===== config.mk =====
export PLATFORM = sky130hd
export DESIGN_NAME = spike_rate_counter
export DESIGN_NICKNAME = d
export VERILOG_FILES = /design/src/rtl/spike_rate_counter.sv
export SDC_FILE = /design/constraint.sdc
export NUM_CORES = 1
export LEC_CHECK = 0
export ABC_AREA = 1
export CAP_MARGIN = 15
export CELL_PAD_IN_SITES_DETAIL_PLACEMENT = 0
export CELL_PAD_IN_SITES_GLOBAL_PLACEMENT = 2
export CORE_MARGIN = 8
export CORE_UTILIZATION = 36
export CTS_CLUSTER_SIZE = 16
export DETAILED_ROUTE_END_ITERATION = 6
export GPL_TIMING_DRIVEN = 0
export MAX_ROUTING_LAYER = met4
export PLACE_DENSITY = 0.91
export SYNTH_ARGS = -nofsm -noshare
export SYNTH_HDL_FRONTEND = slang
export SYNTH_SLANG_ARGS = --single-unit

===== constraint.sdc =====
create_clock -name clk -period 2.9 [get_ports clk]
set_clock_uncertainty 0.15 [all_clocks]
set_input_delay 0.725 -clock clk [delete_from_list [all_inputs] [get_ports clk]]
set_output_delay 0.725 -clock clk [all_outputs]
set_load 0.02 [all_outputs]

===== src/rtl/spike_rate_counter.sv =====
// -----------------------------------------------------------------------------
// spike_rate_counter
//
// Measures the firing rate of the LIF neuron. Rising edges of the spike
// output are counted over a fixed window of enabled clock cycles. At the end
// of each window the count, saturated to 4 bits, is latched and held for the
// seven-segment decoder.
//
// Parameters:
//   WINDOW_CYCLES : enabled clock cycles per measurement window (>= 2)
//   TIMER_W       : width of the window timer, must hold WINDOW_CYCLES-1
//
// Ports:
//   clk         in   system clock, rising-edge active
//   rst         in   asynchronous active-high reset
//   spike_in    in   neuron spike level (pulse or multi-cycle high)
//   enable      in   count / advance enable
//   clear       in   synchronous restart of the current window
//   counter     out  [3:0] spike count of the last completed window
//   overflow    out  last completed window saw more than 15 spikes
//   window_done out  one-cycle pulse after counter/overflow update
//   dp          out  heartbeat, toggles every completed window
// -----------------------------------------------------------------------------
module spike_rate_counter #(
    parameter int WINDOW_CYCLES = 1000,
    parameter int TIMER_W       = $clog2(WINDOW_CYCLES)
) (
    input  logic       clk,
    input  logic       rst,
    input  logic       spike_in,
    input  logic       enable,
    input  logic       clear,
    output logic [3:0] counter,
    output logic       overflow,
    output logic       window_done,
    output logic       dp
);

    localparam logic [TIMER_W-1:0] LAST_TICK = TIMER_W'(WINDOW_CYCLES - 1);

    // The block is either idle (disabled or being cleared) or counting.
    // The mode is a pure function of the control inputs, so it needs no
    // state register of its own.
    typedef enum logic {
        MODE_IDLE  = 1'b0,
        MODE_COUNT = 1'b1
    } mode_t;

    mode_t              w_mode;

    logic               r_spike_q;
    logic [TIMER_W-1:0] r_timer;
    logic [3:0]         r_accum;
    logic               r_ovf_acc;
    logic [3:0]         r_counter;
    logic               r_overflow;
    logic               r_window_done;
    logic               r_dp;

    logic [TIMER_W-1:0] w_timer_next;
    logic [3:0]         w_accum_next;
    logic               w_ovf_acc_next;
    logic [3:0]         w_counter_next;
    logic               w_overflow_next;
    logic               w_window_done_next;
    logic               w_dp_next;

    logic               w_edge;
    logic               w_accum_full;
    logic [3:0]         w_accum_sat;
    logic               w_ovf_sat;

    // Edge detect against the previous sample. spike_q samples every cycle,
    // so a level held high across a disable/clear period never produces a
    // second edge.
    assign w_edge       = spike_in & ~r_spike_q;
    assign w_accum_full = (r_accum == 4'd15);
    // Accumulator including this cycle's edge, saturating at 15.
    assign w_accum_sat  = w_accum_full ? 4'd15 : (r_accum + {3'b000, w_edge});
    // Overflow is sticky once an edge arrives while already at 15.
    assign w_ovf_sat    = r_ovf_acc | (w_edge & w_accum_full);

    always_comb begin
        w_mode = (enable && !clear) ? MODE_COUNT : MODE_IDLE;
    end

    always_comb begin
        w_timer_next       = r_timer;
        w_accum_next       = r_accum;
        w_ovf_acc_next     = r_ovf_acc;
        w_counter_next     = r_counter;
        w_overflow_next    = r_overflow;
        w_window_done_next = 1'b0;
        w_dp_next          = r_dp;

        case (w_mode)
            MODE_COUNT: begin
                if (r_timer == LAST_TICK) begin
                    // Window end: the edge of this final cycle still counts.
                    w_counter_next     = w_accum_sat;
                    w_overflow_next    = w_ovf_sat;
                    w_window_done_next = 1'b1;
                    w_dp_next          = ~r_dp;
                    w_timer_next       = '0;
                    w_accum_next       = 4'd0;
                    w_ovf_acc_next     = 1'b0;
                end else begin
                    w_timer_next   = r_timer + 1'b1;
                    w_accum_next   = w_accum_sat;
                    w_ovf_acc_next = w_ovf_sat;
                end
            end
            default: begin
                // Clear restarts the window and drops any edge in this cycle;
                // plain disable just freezes the window.
                if (clear) begin
                    w_timer_next   = '0;
                    w_accum_next   = 4'd0;
                    w_ovf_acc_next = 1'b0;
                end
            end
        endcase
    end

    always_ff @(posedge clk or posedge rst) begin
        if (rst) begin
            r_spike_q     <= 1'b0;
            r_timer       <= '0;
            r_accum       <= 4'd0;
            r_ovf_acc     <= 1'b0;
            r_counter     <= 4'd0;
            r_overflow    <= 1'b0;
            r_window_done <= 1'b0;
            r_dp          <= 1'b0;
        end else begin
            r_spike_q     <= spike_in;
            r_timer       <= w_timer_next;
            r_accum       <= w_accum_next;
            r_ovf_acc     <= w_ovf_acc_next;
            r_counter     <= w_counter_next;
            r_overflow    <= w_overflow_next;
            r_window_done <= w_window_done_next;
            r_dp          <= w_dp_next;
        end
    end

    assign counter     = r_counter;
    assign overflow    = r_overflow;
    assign window_done = r_window_done;
    assign dp          = r_dp;

endmodule


==> impl_metrics.json <==
{
  "cap_violations": 0,
  "wl_per_cell_um": 12.08,
  "p_leak_nw": 0.6411,
  "htree_levels": 1,
  "synth_commonest_cells": "nand2_1 (37), dfrtp_1 (23), inv_1 (17)",
  "cts.reportedPaths.clkPinSlew_ns": 0.12,
  "grt_pass1_vias": 898,
  "drt_iter0_drc": 44,
  "root_buffer": "clkbuf_4",
  "io_buffers": 11,
  "num_vias": 920,
  "clk_latency_ns": 0.31,
  "cts_buffers": 3,
  "synthTopCellsByArea": "dfrtp_1 (48%), nand2_1 (12%), inv_1 (5.3%)",
  "layout.nets": 162,
  "start_util": 0.3683,
  "post-route-period-util": 0.7798,
  "die_w_um": 73.73,
  "vdd.ir_drop.worst_uv": 166.1,
  "synth_top_area_cell": "dfrtp_1",
  "drtAntennaViolNets": 0,
  "fp.dieH_um": 73.73,
  "cts_tree": "built",
  "synth_area_um2": 1200,
  "cts_hold_buf": 0,
  "grt_pass1_wl_um": 4278,
  "critPathLaunch": "spike_in",
  "ys_seq_area_frac": 0.4797,
  "setup_viol": 0,
  "syn-instance-count": 138,
  "cp_max_fo": 3,
  "yosysWarnings": 0,
  "die_area_um2": 5436,
  "drcViolationCount": 0,
  "overflow": 0,
  "ff2ff_setup_slack_ns": 1.19,
  "diodes": 0,
  "dp_hpwl_um": 1810,
  "rsz0062_at_grt": "no",
  "cp.required_ns": 2.95,
  "grtUsageTotal": 0.1025,
  "r2r_start": "r_spike_q$_DFF_PP0_",
  "fin_ws_ns": 0.6385,
  "drv_slew": 0,
  "synth_flop_cell": "dfrtp_1",
  "cp-end-kind": "flip-flop",
  "cts_resized": 0,
  "max_freq_ghz": 0.4422,
  "preCtsSetupSlack_ns": 0.2974,
  "avgSynthCellArea_um2": 8.695,
  "finalSetupTns_ns": 0,
  "ys_seq_elements": 23,
  "rows": 21,
  "synth_cell_type_count": 26,
  "grt_max_degree": 24,
  "worst-slew-pin-transition_ns": 0.8715,
  "hold_path.startpoint": "counter[1]$_DFFE_PP0P_",
  "slew_headroom": 0.4183,
  "worstPathArrival_ns": 2.31,
  "antenna_found_initial": 0,
  "io_pins": 12,
  "postCtsSetupBuffers": 0,
  "hold_path.class": "reg -> reg",
  "viasPerCell": 4.623,
  "synth_edf_count": 0,
  "wl_um": 2403,
  "power_density_nw_per_um2": 372.4,
  "path_class": "in -> reg",
  "status": "finished, final reports clean",
  "yosysMostFrequentCell": "nand2_1",
  "synth_top_area_share": 0.4797,
  "drive_above_1_share": 0.1176,
  "place.gp.congestion": 0.8920,
  "syn_to_final_growth_pct": 16.16,
  "synth_nets": 146,
  "async_reset_ff_frac": 1.000,
  "cp-start-kind": "input pin",
  "coreArea_um2": 3258,
  "cts.sinks": 23,
  "fin_crit_ns": 2.262,
  "clk_path_buf_depth": 2,
  "finalHoldViolCount": 0,
  "first_pass_iters": 4
}
## through the flow
step	util	instances	hold WS (ns)	cell area (um2)	power, W
3_5_place_dp	0.4197	195	0.3190	1368	0.0003769
4_1_cts	0.4278	199	0.3605	1394	0.0005268
5_1_grt	0.4278	199	0.3859	1394	0.0005404
3_3_place_gp	0.4197	195	0.3086	1368	0.0003761
2_1_floorplan	-	138	0.3120	1200	0.0003598
6_report	0.4278	199	0.3505	1394	0.0005191
## power breakdown
group          switching (W)  leakage [nW]  internal [W]
Sequential        0.00000445         0.316      0.000326
Combinational      0.0000251         0.310     0.0000139
Clock              0.0000959        0.0150     0.0000537
Total               0.000126         0.641      0.000394
## worst paths after layout
kind                       cells past startpoint                     end
min in group asynchronous                      2  r_timer[1]$_DFFE_PP0P_
hold / removal                                 2  counter[1]$_DFFE_PP0P_
max in group asynchronous                      2  r_accum[3]$_DFFE_PP0P_
hold reg to reg                                2  counter[1]$_DFFE_PP0P_
setup / recovery                               9  r_accum[2]$_DFFE_PP0P_
setup reg to reg                               7  r_accum[2]$_DFFE_PP0P_
## worst max-delay path, stage by stage
cell and delay [ns]:
clkdlybuf4s50_1 0.42, inv_1 0.05, or2_2 0.11, inv_1 0.04
ha_1 0.20, ha_1 0.20, or2_2 0.29, a21oi_1 0.17
o21ai_0 0.10
## registers in the layout, indices dropped and copies added, names as in the netlist
signal / cells
window_done: 1
r_spike_q: 1
counter: 4
r_timer: 10
r_ovf_acc: 1
overflow: 1
r_accum: 4
dp: 1
## cell type report
cell class | count | area [um2]
fill | 353 | 1864
sequential | 23 | 575.6
multi-input combinational | 96 | 550.5
timing repair buffer | 11 | 110.1
inverter | 18 | 70.07
tap | 46 | 57.56
clock buffer | 4 | 26.28
buffer | 1 | 3.754
## cell usage in the layout, fill, tap and decap left out, types with 2 or more instances in the layout
cell             netlist  layout
clkbuf_1               1       2
nand2_2                2       2
nand3_1                9       9
nand2_1               37      37
o21ai_0                9       9
clkbuf_4               0       3
or2_2                  2       2
nor2_1                 7       7
xor2_1                 2       2
nand4_1                3       3
o21ai_1                6       6
inv_1                 17      17
ha_1                   3       3
clkdlybuf4s50_1        0      11
nor2_4                 5       5
dfrtp_1               23      23
## routing by layer
| metal | share of wire | GRT usage | vias to the layer above |
|---|---|---|---|
| met5 | 0 | - | - |
| met4 | 0.0067 | 0.03769 | 0 |
| met2 | 0.47 | 0.1535 | 11 |
| met1 | 0.50 | 0.1334 | 432 |
| met3 | 0.022 | 0.01910 | 2 |
| li1 | - | - | 475 |
## logic make-up after synthesis
group / Yosys count / share of synthesized area
buffers and inverters: 19 / 0.06152
xor gates and xnor gates: 3 / 0.02190
AOI/OAI and AO/OA: 21 / 0.1001
and+or+nand+nor: 69 / 0.3055
DFF: 23 / 0.4797
adders and majority gates: 3 / 0.03129
Power figures use the tool's default switching activity.
